`config.mk`:
```
export PLATFORM = sky130hd
export DESIGN_NAME = pipe_elastic
export DESIGN_NICKNAME = d
export VERILOG_FILES = /design/src/rtl/rv32_pkg.sv /design/src/rtl/pipe_ring_ptr.sv /design/src/rtl/pipe_elastic.sv
export SDC_FILE = /design/constraint.sdc
export NUM_CORES = 1
export LEC_CHECK = 0
export ABC_AREA = 1
export CORE_MARGIN = 1.5
export CORE_UTILIZATION = 33
export CTS_CLUSTER_SIZE = 24
export DETAILED_ROUTE_END_ITERATION = 10
export PLACE_DENSITY = 0.55
export SLEW_MARGIN = 30
export SYNTH_ARGS = -nofsm -noshare
export SYNTH_HDL_FRONTEND = slang
export SYNTH_HIERARCHICAL = 1
export SYNTH_SLANG_ARGS = --single-unit
```
`constraint.sdc`:
```
create_clock -name clk -period 1.3 [get_ports clk]
set_input_delay 0.26 -clock clk [delete_from_list [all_inputs] [get_ports clk]]
set_output_delay 0.26 -clock clk [all_outputs]
set_load 0.03 [all_outputs]
```
`src/rtl/rv32_pkg.sv`:
```
// rv32_pkg: shared definitions for the rv32 in-order core.
// Holds the packet types that travel between pipeline stages and the
// default depth used when proc_top instantiates pipe_elastic buffers.
package rv32_pkg;

  // Default number of entries in each inter-stage elastic buffer.
  localparam int PIPE_DEPTH_DEFAULT = 2;

  // Fetch -> operand-fetch packet, a typical PTYPE for pipe_elastic.
  typedef struct packed {
    logic [31:0] pc;
    logic [31:0] instr;
  } rv32_if_packet_t;

endpackage

```
`src/rtl/pipe_ring_ptr.sv`:
```
// pipe_ring_ptr: circular-buffer pointer that counts 0..DEPTH-1 and wraps
// from DEPTH-1 back to 0. DEPTH need not be a power of two.
// Ports:
//   clk    in   clock, rising edge
//   resetn in   asynchronous active-low reset (pointer -> 0)
//   clr    in   synchronous clear (pointer -> 0), wins over inc
//   inc    in   advance the pointer by one entry
//   ptr    out  current pointer value
module pipe_ring_ptr #(
  parameter int  DEPTH = 2,
  localparam int PTR_W = (DEPTH > 1) ? $clog2(DEPTH) : 1
) (
  input  logic             clk,
  input  logic             resetn,
  input  logic             clr,
  input  logic             inc,
  output logic [PTR_W-1:0] ptr
);

  always_ff @(posedge clk or negedge resetn) begin
    if (!resetn) begin
      ptr <= '0;
    end else if (clr) begin
      ptr <= '0;
    end else if (inc) begin
      ptr <= (ptr == PTR_W'(DEPTH - 1)) ? '0 : ptr + PTR_W'(1);
    end
  end

endmodule

```
`src/rtl/pipe_elastic.sv`:
```
// pipe_elastic: DEPTH-entry elastic buffer between two pipeline stages with
// valid/ready handshakes on both sides, synchronous flush, occupancy output
// and an optional zero-latency fall-through path when empty.
// Ports:
//   clk          in   clock, rising edge
//   resetn       in   asynchronous active-low reset
//   din_packet   in   packet from the producer stage
//   din_valid    in   producer has a packet
//   din_ready    out  buffer can accept a packet (registered state only)
//   dout_packet  out  head packet ('0 whenever dout_valid is low)
//   dout_valid   out  head packet is valid
//   dout_ready   in   consumer takes the head packet this cycle
//   flush        in   drop everything buffered and anything offered this cycle
//   count        out  number of occupied entries
module pipe_elastic
  import rv32_pkg::*;
#(
  parameter type PTYPE        = logic [31:0],
  parameter int  DEPTH        = PIPE_DEPTH_DEFAULT,
  parameter bit  FALL_THROUGH = 1'b0,
  localparam int CNT_W        = $clog2(DEPTH + 1)
) (
  input  logic             clk,
  input  logic             resetn,
  input  PTYPE             din_packet,
  input  logic             din_valid,
  output logic             din_ready,
  output PTYPE             dout_packet,
  output logic             dout_valid,
  input  logic             dout_ready,
  input  logic             flush,
  output logic [CNT_W-1:0] count
);

  localparam int PTR_W = (DEPTH > 1) ? $clog2(DEPTH) : 1;

  PTYPE             mem [DEPTH];
  logic [PTR_W-1:0] rd_ptr;
  logic [PTR_W-1:0] wr_ptr;
  logic [CNT_W-1:0] count_reg;

  logic empty;
  logic ft_active;
  logic bypass;
  logic push;
  logic pop;
  logic wr_en;
  logic rd_adv;

  assign empty = (count_reg == '0);

  // Fall-through: an empty buffer presents the incoming packet directly.
  // Gated by resetn so outputs read as idle while reset is held.
  assign ft_active = FALL_THROUGH && resetn && empty && din_valid && !flush;

  // Forwarded packet consumed in the same cycle: it never touches storage.
  assign bypass = ft_active && dout_ready;

  assign din_ready  = (count_reg < CNT_W'(DEPTH));
  assign dout_valid = !flush && (!empty || ft_active);

  assign push = din_valid && din_ready && !flush;
  assign pop  = dout_valid && dout_ready && !flush;

  assign wr_en  = push && !bypass;
  assign rd_adv = pop && !bypass;

  always_comb begin
    dout_packet = '0;
    if (dout_valid) begin
      dout_packet = empty ? din_packet : mem[rd_ptr];
    end
  end

  // Storage is not cleared by flush; dout_packet masks stale entries.
  always_ff @(posedge clk or negedge resetn) begin
    if (!resetn) begin
      for (int i = 0; i < DEPTH; i++) begin
        mem[i] <= '0;
      end
    end else if (wr_en) begin
      mem[wr_ptr] <= din_packet;
    end
  end

  always_ff @(posedge clk or negedge resetn) begin
    if (!resetn) begin
      count_reg <= '0;
    end else if (flush) begin
      count_reg <= '0;
    end else if (wr_en && !rd_adv) begin
      count_reg <= count_reg + CNT_W'(1);
    end else if (rd_adv && !wr_en) begin
      count_reg <= count_reg - CNT_W'(1);
    end
  end

  assign count = count_reg;

  pipe_ring_ptr #(.DEPTH(DEPTH)) u_rd_ptr (
    .clk    (clk),
    .resetn (resetn),
    .clr    (flush),
    .inc    (rd_adv),
    .ptr    (rd_ptr)
  );

  pipe_ring_ptr #(.DEPTH(DEPTH)) u_wr_ptr (
    .clk    (clk),
    .resetn (resetn),
    .clr    (flush),
    .inc    (wr_en),
    .ptr    (wr_ptr)
  );

`ifndef SYNTHESIS
  // Producer must hold its packet while stalled.
  a_din_stable: assert property (@(posedge clk) disable iff (!resetn)
    (din_valid && !din_ready && !flush) |=> $stable(din_packet));

  // A stalled head packet may only disappear through flush.
  a_dout_valid_held: assert property (@(posedge clk) disable iff (!resetn)
    (dout_valid && !dout_ready && !flush) |=> (dout_valid || flush));

  a_dout_packet_held: assert property (@(posedge clk) disable iff (!resetn)
    (dout_valid && !dout_ready && !flush) |=> (flush || $stable(dout_packet)));
`endif

endmodule

```
==> metrics.md, run 1 <==
| Metric | Value |
|---|---|
| Status | finished with violations |
| Failing checks | setup timing |
| Compound-Gate Fraction of Synth Area | between 10% and 20% |
| # Max-Cap Violations | 0 |
| Worst vdd ir | 0.918 mV |
| DRT antenna net count | 0 |
| Post-synthesis cell area | between 3000 and 4000 µm² |
| Max Slew Vio Count | 0 |
| WL per Instance | roughly 14 µm |
| Largest net degree at the start of global routing | 35 |
| RR Endpoint | mem[62] |
| Sum Neg Setup Slack | -30.07 ns |
| Synth area leader | dfrtp_1 |
| LEAKAGE | approximately 2.7 nW |
| Sequential-to-total area share from yosys stat | 49.2% |
| RSZ-0062 raised after global routing | yes |
| Fin. Hold Viols | 0 |
| Setup crit start kind | flip-flop |
| Skew final | around 0.0062 ns |
| Vias | 2757 |
| Fin nets | 511 |
| Share of cells above drive strength 1 | ~50% |
| ANT cells | 0 |
| Final Total Pwr | 10.9 mW |
| Post-layout util | between 50% and 60% |
| CP Data Required Time | 1.04 ns |
| Area growth syn-to-layout | 50.8% |
| XOR/XNOR Fraction of Synth Area | 0% |
| Worst slew pin tran | roughly 0.39 ns |
| Die span in y | 105 µm |
| Top delay family on crit path | flip-flops |
| Mux contribution to synthesized area | a little over a tenth |
| Max reg flops | 64 |
| Power density over the cells | 2100 nW/µm² |
| First-pass GRT wire length | between 10000 and 15000 µm |
| Synth Area in Simple Gates | between 10% and 20% |
| GR Overflow Total | 0 |
| Die width | 105 µm |
| Core ar. | between 10000 and 15000 µm² |
| Ys async rst share | 100% |
| Reg2reg path depth | 9 |
| Row Count | 37 |
| Htree depth | 3 |
| Final setup violation count | 102 |
| Ratio of final minimum period to clock period | 141% |
| R2r setup slk | -0.24 ns |
| Count leader, synth | nand2_1 |
| Crit path max-delay cell type | dfrtp_2 |
| Initial Util | 33.8% |
| Total number of cells along the worst setup path | 5 |
| I/O pin cnt | 73 |
| DR vias/cell | ~4.5 |
| Num CTS Buffers | 9 |
| Post-synth cell types | 18 |
| Initial antenna violation count | 0 |
| Largest family of logic cells by synthesized area | simple AND/OR/NAND/NOR gates |
| Syn. warnings | 6 |
| Vias in the first global route | 2724 |
| GRT Total Usage | roughly 14% |
| Main synth FF type | dfrtp_1 |
| CP Launch Point | u_rd_ptr/ptr |
| Gate Count Post-Synth | 378 |
| DRT Wirelength | 8440 µm |
| R2r startpoint | count[1] |
| DR iter-0 viols | 66 |
| Net Count, Synth | 415 |
| Worst skew pair latency | 0.34 ns |
| Worst setup margin | -0.532 ns |
| Hold Crit Class | in -> async |
| Slew HR | 73.7% |
| CP Max Fanout | 13 |
| Max Fclk | 546 MHz |
| CTS root buffer | clkbuf_8 |
| Synth top area cells | dfrtp_1 49%, nand2_1 12%, o21ai_2 8.1% |
| Worst Path Buf+Inv | 3 |
| Final HPWL DP | 4750 µm |
| Clk buf depth | 2 |
| Slowest Stage Delay on Critical Path | 0.46 ns |
| Synth top cells by count | 107 x nand2_1, 69 x inv_1, 68 x dfrtp_1 |
| TritonCTS clock tree | yes |
| Number of synthesized flops with an enable pin | 0 |
| Proportion of netlist area held by the largest area contributor | 49.2% |
| Arr. time, crit path | about 1.6 ns |
| Port bufs | 72 |
| GPL Wtd Cong | 0.688 |
| Critical path class | reg -> out |
| First-pass DRT Iterations | 4 |
| CP endpoint kind | output pin |
| Adder-Cell Fraction of Synth Area | 0% |
| Seq cells post-synth | 68 |
| Synth Area per Inst | between 9 and 10 µm² |
| Final min period | about 1.8 ns |
| Clk sinks | 68 |
| Clock-pin transition on the worst setup and hold timing paths | 0.08 ns |
| Drt drc | 0 |
| Crit-path cells | buf_12 > mux2_1 > nand2_1 > inv_2 > buf_4 |
| Die area | 11100 µm² |
-- placed cells by master, fill, tap and decap left out, drive strengths merged --
cell type,instances
nand2,110
inv,71
dfrtp,68
o21ai,65
buf,63
clkdlybuf4s50,35
mux2,32
clkbuf,16
nor2,7
nand3,5
clkinvlp,2
bufinv,2
nand4,1
clkinv,1
dlygate4sd3,1
-- report_power, final --
group,internal [mW],switching [mW]
clock network,1.19,0.826
registers,3.10,0.620
logic,2.64,2.57
-- per-layer routing --
| metal | vias up | part of all wire [%] | track usage (%) |
|---|---|---|---|
| met5 | - | 0 | 0 |
| met4 | 0 | 1.1 | 4.11 |
| met3 | 11 | 3.6 | 3.46 |
| met2 | 56 | 50 | 23.2 |
| met1 | 1330 | 46 | 19.5 |
| li1 | 1360 | - | - |
-- worst max path at each step --
stage                            to  slack, ns
finish               dout_packet[9]      -0.53
global placement           count[1]      -0.30
global route         dout_packet[2]      -0.60
floorplan           dout_packet[10]      -0.06
detailed placement          mem[57]      -0.31
CTS                  dout_packet[3]      -0.56
-- stage by stage --
| step | setup slack (ns) | instances | hold WS [ns] | area, µm² |
|---|---|---|---|---|
| CTS | -0.559 | 603 | 0.364 | 4840 |
| finish | -0.532 | 615 | 0.369 | 5220 |
| detailed placement | -0.313 | 584 | 0.204 | 4370 |
| global placement | -0.303 | 584 | 0.199 | 4370 |
| global route | -0.602 | 615 | 0.381 | 5220 |
| floorplan | -0.0594 | 378 | -0.0356 | 3520 |
-- area by class of cell --
class,instances,area (µm²)
fillers,975,5020
flip-flops and latches,68,1710
multi-input cells,220,1600
repair buffers,104,1230
inverters,71,274
well taps,136,170
clock buffers,11,151
clock inverters,5,83.8
-- kinds of logic after synthesis --
family	count (synthesis)
DFF	68
buffers and inverters	90
and+or+nand+nor	123
AOI/OAI and AO/OA	65
muxes	32
-- repair_timing --
item / in CTS / in global routing
resized for setup: 63 / 53
hold buffers: 1 / 0
endpoints found under the setup margin: 36 / 102
setup buffers: 2 / 3
gates cloned: 0 / 9
hold endpoints to repair: 12 / 0
pin swaps: 1 / 0
Note: power is estimated with default switching activity, not from simulation.
==> run 2, diff against run 1 <==
--- a/config.mk
+++ b/config.mk
@@ -16,3 +16,4 @@
 export SYNTH_HDL_FRONTEND = slang
 export SYNTH_HIERARCHICAL = 1
 export SYNTH_SLANG_ARGS = --single-unit
+export TNS_END_PERCENT = 100
==> results of run 2 <==
Same layout as run 1: the final DEF is identical, and so are final timing and power.
==> run 3, diff against run 2 <==
--- a/config.mk
+++ b/config.mk
@@ -6,7 +6,6 @@
 export NUM_CORES = 1
 export LEC_CHECK = 0
 export ABC_AREA = 1
-export CORE_MARGIN = 1.5
 export CORE_UTILIZATION = 33
 export CTS_CLUSTER_SIZE = 24
 export DETAILED_ROUTE_END_ITERATION = 10
==> metrics.md, run 3 (synthesis results as in run 1) <==
| Metric | Value |
|---|---|
| Critical path class | reg -> out |
| DR iter-0 viols | approximately 80 |
| CP Max Fanout | 17 |
| RSZ-0062 raised after global routing | yes |
| Drt drc | 0 |
| Area growth syn-to-layout | 45.2% |
| ANT cells | 0 |
| Die area | 10900 µm² |
| Worst setup margin | -0.513 ns |
| GPL Wtd Cong | 0.739 |
| Worst slew pin tran | 0.322 ns |
| Max Fclk | roughly 550 MHz |
| Worst skew pair latency | 0.34 ns |
| DRT antenna net count | 0 |
| LEAKAGE | 2.58 nW |
| Die width | 104 µm |
| Final HPWL DP | 4850 µm |
| Hold WS | 0.343 ns |
| Arr. time, crit path | 1.55 ns |
| Row Count | 37 |
| Die span in y | between 100 and 150 µm |
| Post-layout util | 49.1% |
| Status | finished with violations |
| Clk buf depth | 2 |
| Final setup violation count | slightly above 100 |
| CP endpoint kind | output pin |
| Num CTS Buffers | 9 |
| Top delay family on crit path | flip-flops |
| Crit path max-delay cell type | dfrtp_2 |
| Core ar. | 10200 µm² |
| Vias in the first global route | roughly 2700 |
| Crit-path cells | buf_12 > mux2_2 > nand2_1 > inv_2 > buf_4 |
| Fin. Hold Viols | 0 |
| Worst vdd ir | 1.15 mV |
| Power density over the cells | 2120 nW/µm² |
| Hold Crit Class | in -> async |
| Slew HR | 78.5% |
| Leading cell type in the layout, fill and taps excluded | nand2_1 |
| WL per Instance | 12.8 µm |
| # Max-Cap Violations | 0 |
| Clk sinks | 68 |
| I/O pin cnt | 73 |
| Max reg flops | 64 |
| Htree depth | 3 |
| DR vias/cell | between 4 and 5 |
| Initial Util | between 30 and 40% |
| Max Slew Vio Count | 0 |
| GR Overflow Total | 0 |
| Final min period | 1.81 ns |
| Setup crit start kind | flip-flop |
| TritonCTS clock tree | yes |
| GRT Total Usage | 14.5% |
| Sum Neg Setup Slack | -28.49 ns |
| DRT Wirelength | 7900 µm |
| Skew final | 0.0105 ns |
| First-pass DRT Iterations | 4 |
| Port bufs | between 70 and 80 |
| Worst Path Buf+Inv | 3 |
| Slowest Stage Delay on Critical Path | 0.42 ns |
| Ratio of final minimum period to clock period | 139% |
| Share of cells above drive strength 1 | 45.8% |
| First-pass GRT wire length | 12500 µm |
| Commonest non-fill, non-tap cells in the layout | 70 x nand2_1, 65 x dfrtp_1, 39 x inv_1, 36 x nand2_2, 35 x clkdlybuf4s50_1 |
| CP Data Required Time | 1.04 ns |
| Fin nets | about 510 |
| Largest net degree at the start of global routing | 33 |
| Vias | 2748 |
| CTS root buffer | clkbuf_8 |
| Initial antenna violation count | 0 |
| Clock-pin transition on the worst setup and hold timing paths | roughly 0.08 ns |
| Failing checks | setup timing |
==> run 3: cell types whose count changed in the layout (fill, tap and decap cells not counted), sizes merged <==
cell | previous run | this run
buf | 63 | 67
clkbuf | 16 | 12
clkinv | 1 | 3
clkinvlp | 2 | 0
bufinv | 2 | 3
==> run 3: worst reg2reg max path: stages (launching register included) <==
cell,delay (ns)
dfrtp_2,0.43
buf_6,0.12
buf_6,0.12
inv_8,0.06
nand2_4,0.06
nor2_8,0.17
nand2_8,0.13
buf_16,0.19
nand2_1,0.08
o21ai_2,0.05
==> run 3: power breakdown <==
| group | switching (mW) | internal [mW] | total, mW |
|---|---|---|---|
| clock | 0.811 | 1.28 | 2.09 |
| sequential | 0.575 | 3.09 | 3.67 |
| combinational | 2.44 | 2.44 | 4.88 |
==> run 3: final timing paths <==
check,startpoint,endpoint,slack [ns],cells past startpoint
hold reg to reg,mem[49],mem[49],0.48,2
setup / recovery,u_rd_ptr/ptr,dout_packet[20],-0.51,5
setup reg to reg,count[1],mem[18],-0.22,9
hold / removal,resetn,mem[40],0.34,2
min in group clk,mem[49],mem[49],0.48,2
max in group asynchronous,resetn,mem[49],0.48,3
==> run 3: cell type report <==
cell class / instances / area, µm²
clock buffer: 10 / 128
clock inverter: 6 / 113
fill: 979 / 5210
inverter: 71 / 274
multi-input combinational: 220 / 1470
sequential: 68 / 1710
tap: 136 / 170
timing repair buffer: 105 / 1160
==> run 3: through the flow <==
step | total power, mW | area (µm²) | setup slack, ns | instances
2_1_floorplan | 6.51 | 3520 | -0.0594 | 378
3_3_place_gp | 7.70 | 4370 | -0.332 | 586
3_5_place_dp | 7.78 | 4370 | -0.352 | 586
4_1_cts | 10.4 | 4790 | -0.542 | 609
5_1_grt | 11.4 | 5020 | -0.579 | 616
6_report | 10.6 | 5020 | -0.513 | 616
==> run 3: metal layers <==
metal  track usage, %  part of all wire [%]  wire length (µm)  up-vias
li1                 -                     -                 -     1369
met1             18.8                    47              3680     1305
met3             4.32                   4.3               339       12
met5                0                     0                 0        -
met2             22.9                    48              3790       62
met4             4.90                   1.3               100        0
==> run 3: repair_timing <==
| action | in CTS | in global routing |
|---|---|---|
| gates cloned | 1 | 4 |
| hold buffers | 1 | 0 |
| gates resized for setup | 29 | 40 |
| setup buffers | 5 | 3 |
| pin swaps | 3 | 3 |
| endpoints found under the hold margin | 8 | 0 |
| setup endpoints to repair | 36 | 102 |
